$ cat src/rtl/hms_set_cnt.sv
// hms_set_cnt: hours/minutes/seconds counter with an interactive SET mode.
// CLOCK mode counts 1 Hz ticks with full carry. SET mode freezes time and lets
// the user pick a field (i_pos) and bump it (i_incr) without carry.
// Input protocol: i_tick, i_mode, i_pos and i_incr are plain level-sampled
// events. Every cycle an input is high counts as one event. There is no
// edge detection and no valid/ready backpressure; the block accepts every
// event on the rising edge where it is sampled.
module hms_set_cnt #(
    parameter int P_HOUR_MAX = 23
) (
    input  logic        clk,
    input  logic        rst,
    input  logic        i_tick,
    input  logic        i_mode,
    input  logic        i_pos,
    input  logic        i_incr,
    output logic [23:0] o_bcd,
    output logic [5:0]  o_six_dp,
    output logic        o_mode,
    output logic [1:0]  o_field
);

    typedef enum logic {
        ST_CLOCK = 1'b0,
        ST_SET   = 1'b1
    } state_t;

    localparam logic [1:0] F_SEC  = 2'd0;
    localparam logic [1:0] F_MIN  = 2'd1;
    localparam logic [1:0] F_HOUR = 2'd2;

    localparam logic [5:0] LAST_MS   = 6'd59;
    localparam logic [4:0] LAST_HOUR = 5'(P_HOUR_MAX);

    state_t     state_q, state_d;
    logic [1:0] field_q, field_d;
    logic [5:0] sec_q, sec_d;
    logic [5:0] min_q, min_d;
    logic [4:0] hour_q, hour_d;

    // Binary 0..59 to two BCD digits {tens, ones}.
    function automatic logic [7:0] to_bcd(input logic [5:0] v);
        to_bcd = {4'(v / 6'd10), 4'(v % 6'd10)};
    endfunction

    // State, field and time registers; reset returns to 00:00:00 in CLOCK.
    always_ff @(posedge clk or posedge rst) begin
        if (rst) begin
            state_q <= ST_CLOCK;
            field_q <= F_SEC;
            sec_q   <= '0;
            min_q   <= '0;
            hour_q  <= '0;
        end else begin
            state_q <= state_d;
            field_q <= field_d;
            sec_q   <= sec_d;
            min_q   <= min_d;
            hour_q  <= hour_d;
        end
    end

    // Next-state logic: tick counting in CLOCK, field editing in SET.
    always_comb begin
        state_d = state_q;
        field_d = (field_q == 2'd3) ? F_SEC : field_q;
        sec_d   = sec_q;
        min_d   = min_q;
        hour_d  = hour_q;

        case (state_q)
            ST_CLOCK: begin
                // The field register only matters in SET; keep it parked.
                field_d = F_SEC;
                if (i_tick) begin
                    if (sec_q == LAST_MS) begin
                        sec_d = '0;
                        if (min_q == LAST_MS) begin
                            min_d  = '0;
                            hour_d = (hour_q == LAST_HOUR) ? 5'd0 : hour_q + 5'd1;
                        end else begin
                            min_d = min_q + 6'd1;
                        end
                    end else begin
                        sec_d = sec_q + 6'd1;
                    end
                end
                // A tick in the same cycle still lands before entering SET.
                if (i_mode) begin
                    state_d = ST_SET;
                end
            end

            ST_SET: begin
                if (i_mode) begin
                    // Leaving SET wins over any same-cycle edit request.
                    state_d = ST_CLOCK;
                    field_d = F_SEC;
                end else begin
                    // Increment uses the field selected before this edge.
                    if (i_incr) begin
                        case (field_q)
                            F_SEC:   sec_d  = (sec_q  == LAST_MS)   ? 6'd0 : sec_q  + 6'd1;
                            F_MIN:   min_d  = (min_q  == LAST_MS)   ? 6'd0 : min_q  + 6'd1;
                            F_HOUR:  hour_d = (hour_q == LAST_HOUR) ? 5'd0 : hour_q + 5'd1;
                            default: ;
                        endcase
                    end
                    if (i_pos) begin
                        case (field_q)
                            F_SEC:   field_d = F_MIN;
                            F_MIN:   field_d = F_HOUR;
                            default: field_d = F_SEC;
                        endcase
                    end
                end
            end

            default: begin
                state_d = ST_CLOCK;
                field_d = F_SEC;
            end
        endcase
    end

    // Display data and decimal-point highlight for the field being edited.
    always_comb begin
        o_bcd    = {to_bcd({1'b0, hour_q}), to_bcd(min_q), to_bcd(sec_q)};
        o_six_dp = 6'b000000;
        if (state_q == ST_SET) begin
            case (field_q)
                F_SEC:   o_six_dp = 6'b000011;
                F_MIN:   o_six_dp = 6'b001100;
                F_HOUR:  o_six_dp = 6'b110000;
                default: o_six_dp = 6'b000000;
            endcase
        end
    end

    assign o_mode  = (state_q == ST_SET);
    assign o_field = field_q;

endmodule

$ cat config.mk
export PLATFORM = sky130hd
export DESIGN_NAME = hms_set_cnt
export DESIGN_NICKNAME = d
export VERILOG_FILES = /design/src/rtl/hms_set_cnt.sv
export SDC_FILE = /design/constraint.sdc
export NUM_CORES = 1
export LEC_CHECK = 0
export CAP_MARGIN = 10
export CORE_UTILIZATION = 48
export DETAILED_ROUTE_END_ITERATION = 12
export PLACE_DENSITY = 0.77
export SYNTH_ARGS = -nofsm -noshare
export SYNTH_HDL_FRONTEND = slang
export SYNTH_SLANG_ARGS = --single-unit
$ cat constraint.sdc
create_clock -name clk -period 3.05 [get_ports clk]
set_clock_uncertainty 0.15 [all_clocks]
set_input_delay 0.61 -clock clk [delete_from_list [all_inputs] [get_ports clk]]
set_output_delay 0.61 -clock clk [all_outputs]
set_load 0.005 [all_outputs]
---- After elaboration in Yosys (flattened, before gate mapping) ----
Cells that the tools add are included.
Widths: inputs -> output; s select.
operators by class
  div/mod/pow operators ................... 6
  bitwise gates (word level) .............. 1
  reduce and logical (&&, ||, !) cells .... 4
  muxes and demuxes ....................... 31
  eq/ne operators ......................... 15
  add/sub/neg operators ................... 3
operator list
  operator             count
  $mux 6               12
  $mux 5               7
  $pmux 6 s2           2
  $pmux 6 s3           1
  $add 6x1->6 const B  2
  $div 6x4->6 const B  2
  $eq 6x6->1 const B   2
  $mod 6x4->6 const B  2
  $ne 2x2->1 const B   5
  $pmux 5 s2           1
  $pmux 2 s2           2
  $div 5x4->6 const B  1
  $mod 5x4->6 const B  1
  $mux 2               3
  $ne 2x1->1 const B   3
  $reduce_and 6->1     1
  $add 5x1->5 const B  1
  $eq 5x5->1 const B   1
  $reduce_and 5->1     1
  $eq 2x2->1 const B   2
  $ne 4x3->1 const B   1
  $reduce_and 4->1     1
  $eq 2x1->1 const B   1
  $logic_not 2->1      1
  other kinds (3)      4
storage, ports and cells
  output and inout bits ................... 33
  register bits after elaboration ......... 20
  word-level logic and storage cells ...... 65
  bits of input ports ..................... 6

---- Logic depth before layout (Yosys ltp) ----
  depth after elaboration ................. 6
  mapped depth ............................ 10
  mapped depth without buffers ............ 9

---- Worst setup path before layout ----
No wires, ideal clock.
  kind .................................... reg-to-output
  start ................................... register min_q[3]
  end ..................................... output o_bcd[11]
  path buffers ............................ 1
  stages on the path, launching flop included .. 10
  arrival ................................. 2.235 ns
  path slack .............................. 0.055 ns
  required time ........................... 2.290 ns
  cells stage by stage .................... dfrtp_1 -> buf_2 -> inv_2 -> ha_1 -> a211oi_1 -> a221o_1 -> nor2_1 -> ha_1 -> or4_1 -> o311ai_1
between the ends
  cells in the longest elaborated chain, start to end .. 1
ends and longest elaborated chain
  element                 line  source
  from (decl)             38    logic [5:0] min_q, min_d;
  from (signal assigned)  58    min_q <= min_d;
  $mod 6x4->6             43    to_bcd = {4'(v / 6'd10), 4'(v % 6'd10)};
  to (decl)               17    output logic [23:0] o_bcd,
Every way passes these cells.

---- Worst setup path in the final report ----
  start ................................... register min_q[4]
  end ..................................... output o_bcd[11]
Same word-level chain as after synthesis.

==> run metrics <==
commonest non-fill, non-tap cell in the layout=buf_4; Die Y=67.5 microns; CP arrival=2310 ps; global-route wire length before repair=between 8 and 9 mm; antenna viol nets, final=0; drt via density=5.86; Combinational Power Share=0.657; cts hold-fix bufs=0; Ant. Diodes=0; Hold Path Class=reg -> reg; switching power=approximately 940 uW; fill cell count=around 330; vias in the first global route=1873; Syn Area/Cell=7.87 sq um; Reg2Reg Depth=6; Core ar.=approximately 0.0041 sq mm; Initial Util=0.508; final setup violation count=1; clock-pin transition on the worst setup and hold timing paths=80 ps; Pleak=1.21 nW; DRT iter0 DRCs=135; main flop type after synthesis=dfrtp_1; Slew HR=0.451; Pwr per Cell Area=784 mW/mm^2; flops & latches, synth=20; die area=0.00456 sq mm; final hold slack=474 ps; gr ovfl total=0; Max Slew Vio Count=0; placed inst area=between 0.002 and 0.003 sq mm; commonest non-fill, non-tap cells in the layout=buf_4 (38), nor2_1 (29), clkdlybuf4s50_1 (27); Sw Ratio=0.433; top-area cell type share of the netlist area=0.243; crit-path max FO=3; RSZ-0062 raised after global routing=true; Peak Freq=326 MHz; Post-DP HPWL=3.60 mm; I/O pin count=39; clock network latency to the later pin of the worst-skew pair=270 ps; ratio of cells with drive above 1 in the final layout=0.273; Synth area leaders=dfrtp_1 (24%), ha_1 (9.1%), o21ai_0 (7.3%); Vias=between 2000 and 2500; Reg area=508 sq um; sequential share of the synthesized area=0.243; DR pass1 iterations=4; CP Class=reg -> out; GP Congestion=0.959; Pwr Total=2.18 mW; worst hold path depth=1; port bufs=34; slack of the critical path=-18.4 ps; failing checks=negative setup slack; Clk pwr share=0.127; Chip Width=67.5 microns; cells after synthesis=262; share of power burned in registers=0.216; Bufs on Longest Clock Path=2; Post-synth ARST share=1.00; Worst Setup Start Kind=register; final wirelength=roughly 5.4 mm; Area Overhead vs Synth=34.9%; transition time of the tightest slew-check pin=just over 800 ps; Post-synth EDFFs=0; worst hold endpoint=min_q[0]; Int Pwr=~1.2 mW; Syn. warnings=0; residual DRC count=0; root buf cell=clkbuf_8; Mapped Area=0.00206 sq mm; max_cap viols=0; peak supply drop=0.597 mV; area of the multi-input gates=roughly 0.0015 sq mm; status=finished, violations left; Final min period=3070 ps; GRT Overall Usage=0.237; initial antenna violation count=0; fin area=about 0.0028 sq mm; HP Start=min_q[0]; largest net degree at the start of global routing=21; clk sink count=20; Post-layout nets=about 340; worst r2r src=min_q[5]; FF-to-FF setup slack=940 ps; worst flop-to-flop path endpoint=hour_q[4]; worst endpoint required time=2290 ps; Critical Path End Type=output pin; synth unique cells=64; Final Hold Viols=0; wire length per cell=14.8 microns; Row Count=23; CTS H-tree depth=1; Tcrit/Tclk final=1.01; CTS Buf Count=3; CTS tree=built; TNS Setup=-18.4 ps; Yosys top cell by area=dfrtp_1
## what timing repair did
item / 4_1_cts / 5_1_grt
setup buffers: 3 / 7
pin swaps: 5 / 8
gates resized for setup: 20 / 25
setup endpoints to repair: 10 / 11
## worst max-delay path, cell delays in order (launching register included)
cell and delay (ps):
dfrtp_1 390, inv_2 80, ha_4 220, a211oi_4 210, a221o_1 220, nor2_2 50, ha_2 170, or4_1 460
o311ai_1 90, buf_2 150
## routing by layer
| layer | track usage | vias to the layer above | share of wire |
|---|---|---|---|
| met5 | 0 | - | 0 |
| met4 | 0.0665 | 0 | 0.012 |
| met3 | 0.0203 | 9 | 0.034 |
| met2 | 0.416 | 64 | 0.51 |
| met1 | 0.306 | 1021 | 0.44 |
| li1 | - | 1044 | - |
## cell usage after synthesis, types with 2 or more instances
cell and instances:
nor2_1 30, o21ai_0 30, dfrtp_1 20, ha_1 15, nand2_1 15, buf_4 13
inv_1 13, clkbuf_1 10, a21oi_1 9, nand3_1 7, nor2b_1 7, nor3_1 7
o31ai_1 7, mux2_2 5, nand2b_1 5, a211oi_1 4, a31oi_1 4, mux2i_1 4
a21o_1 3, o211ai_1 3, xnor2_1 3, a32oi_1 2, buf_2 2, nand3b_1 2
o32ai_1 2, o41ai_1 2
## worst max-delay path by stage
stage,startpoint,to,slack (ps),depth (start not counted)
global route,min_q[4],o_bcd[11],-130,9
detailed placement,min_q[3],o_bcd[11],-330,9
finish,min_q[4],o_bcd[11],-20,9
CTS,min_q[4],o_bcd[11],-130,10
global placement,min_q[3],o_bcd[11],-250,9
floorplan,min_q[3],o_bcd[11],60,9
## power by group through the flow
stage / logic, mW / registers [mW] / clock network (mW)
global route: 1.56 / 0.487 / 0.289
finish: 1.43 / 0.472 / 0.276
floorplan: 0.825 / 0.415 / 0
global placement: 1.26 / 0.461 / 0
detailed placement: 1.29 / 0.464 / 0
CTS: 1.35 / 0.466 / 0.275
## state kept, by name, indices dropped and copies added, names as in the netlist
signal	count
hour_q	5
min_q	6
o_field	2
o_mode	1
sec_q	6
## per-stage QoR
step,cells,util,setup WS [ps]
floorplan,265,-,55.0
global placement,351,0.623,-252
detailed placement,351,0.623,-325
CTS,358,0.657,-128
global route,365,0.685,-128
finish,365,0.685,-18.4
## kinds of logic after synthesis
kind of cell	Yosys count	synth area share
other cells	1	0.00182
flops	20	0.243
simple gates	89	0.225
xor+xnor	4	0.0170
mux	10	0.0522
buf+inv	41	0.103
compound gates	82	0.267
fa+ha+maj	15	0.0911
## final cells by class
cell class              instances  share of cell area
inverters                      15              0.0203
flip-flops and latches         20               0.183
repair buffers                 72               0.222
clock inverters                 1              0.0108
multi-input cells             204               0.527
clock buffers                   3              0.0149
well taps                      50              0.0225
Power figures use the tool's default switching activity.
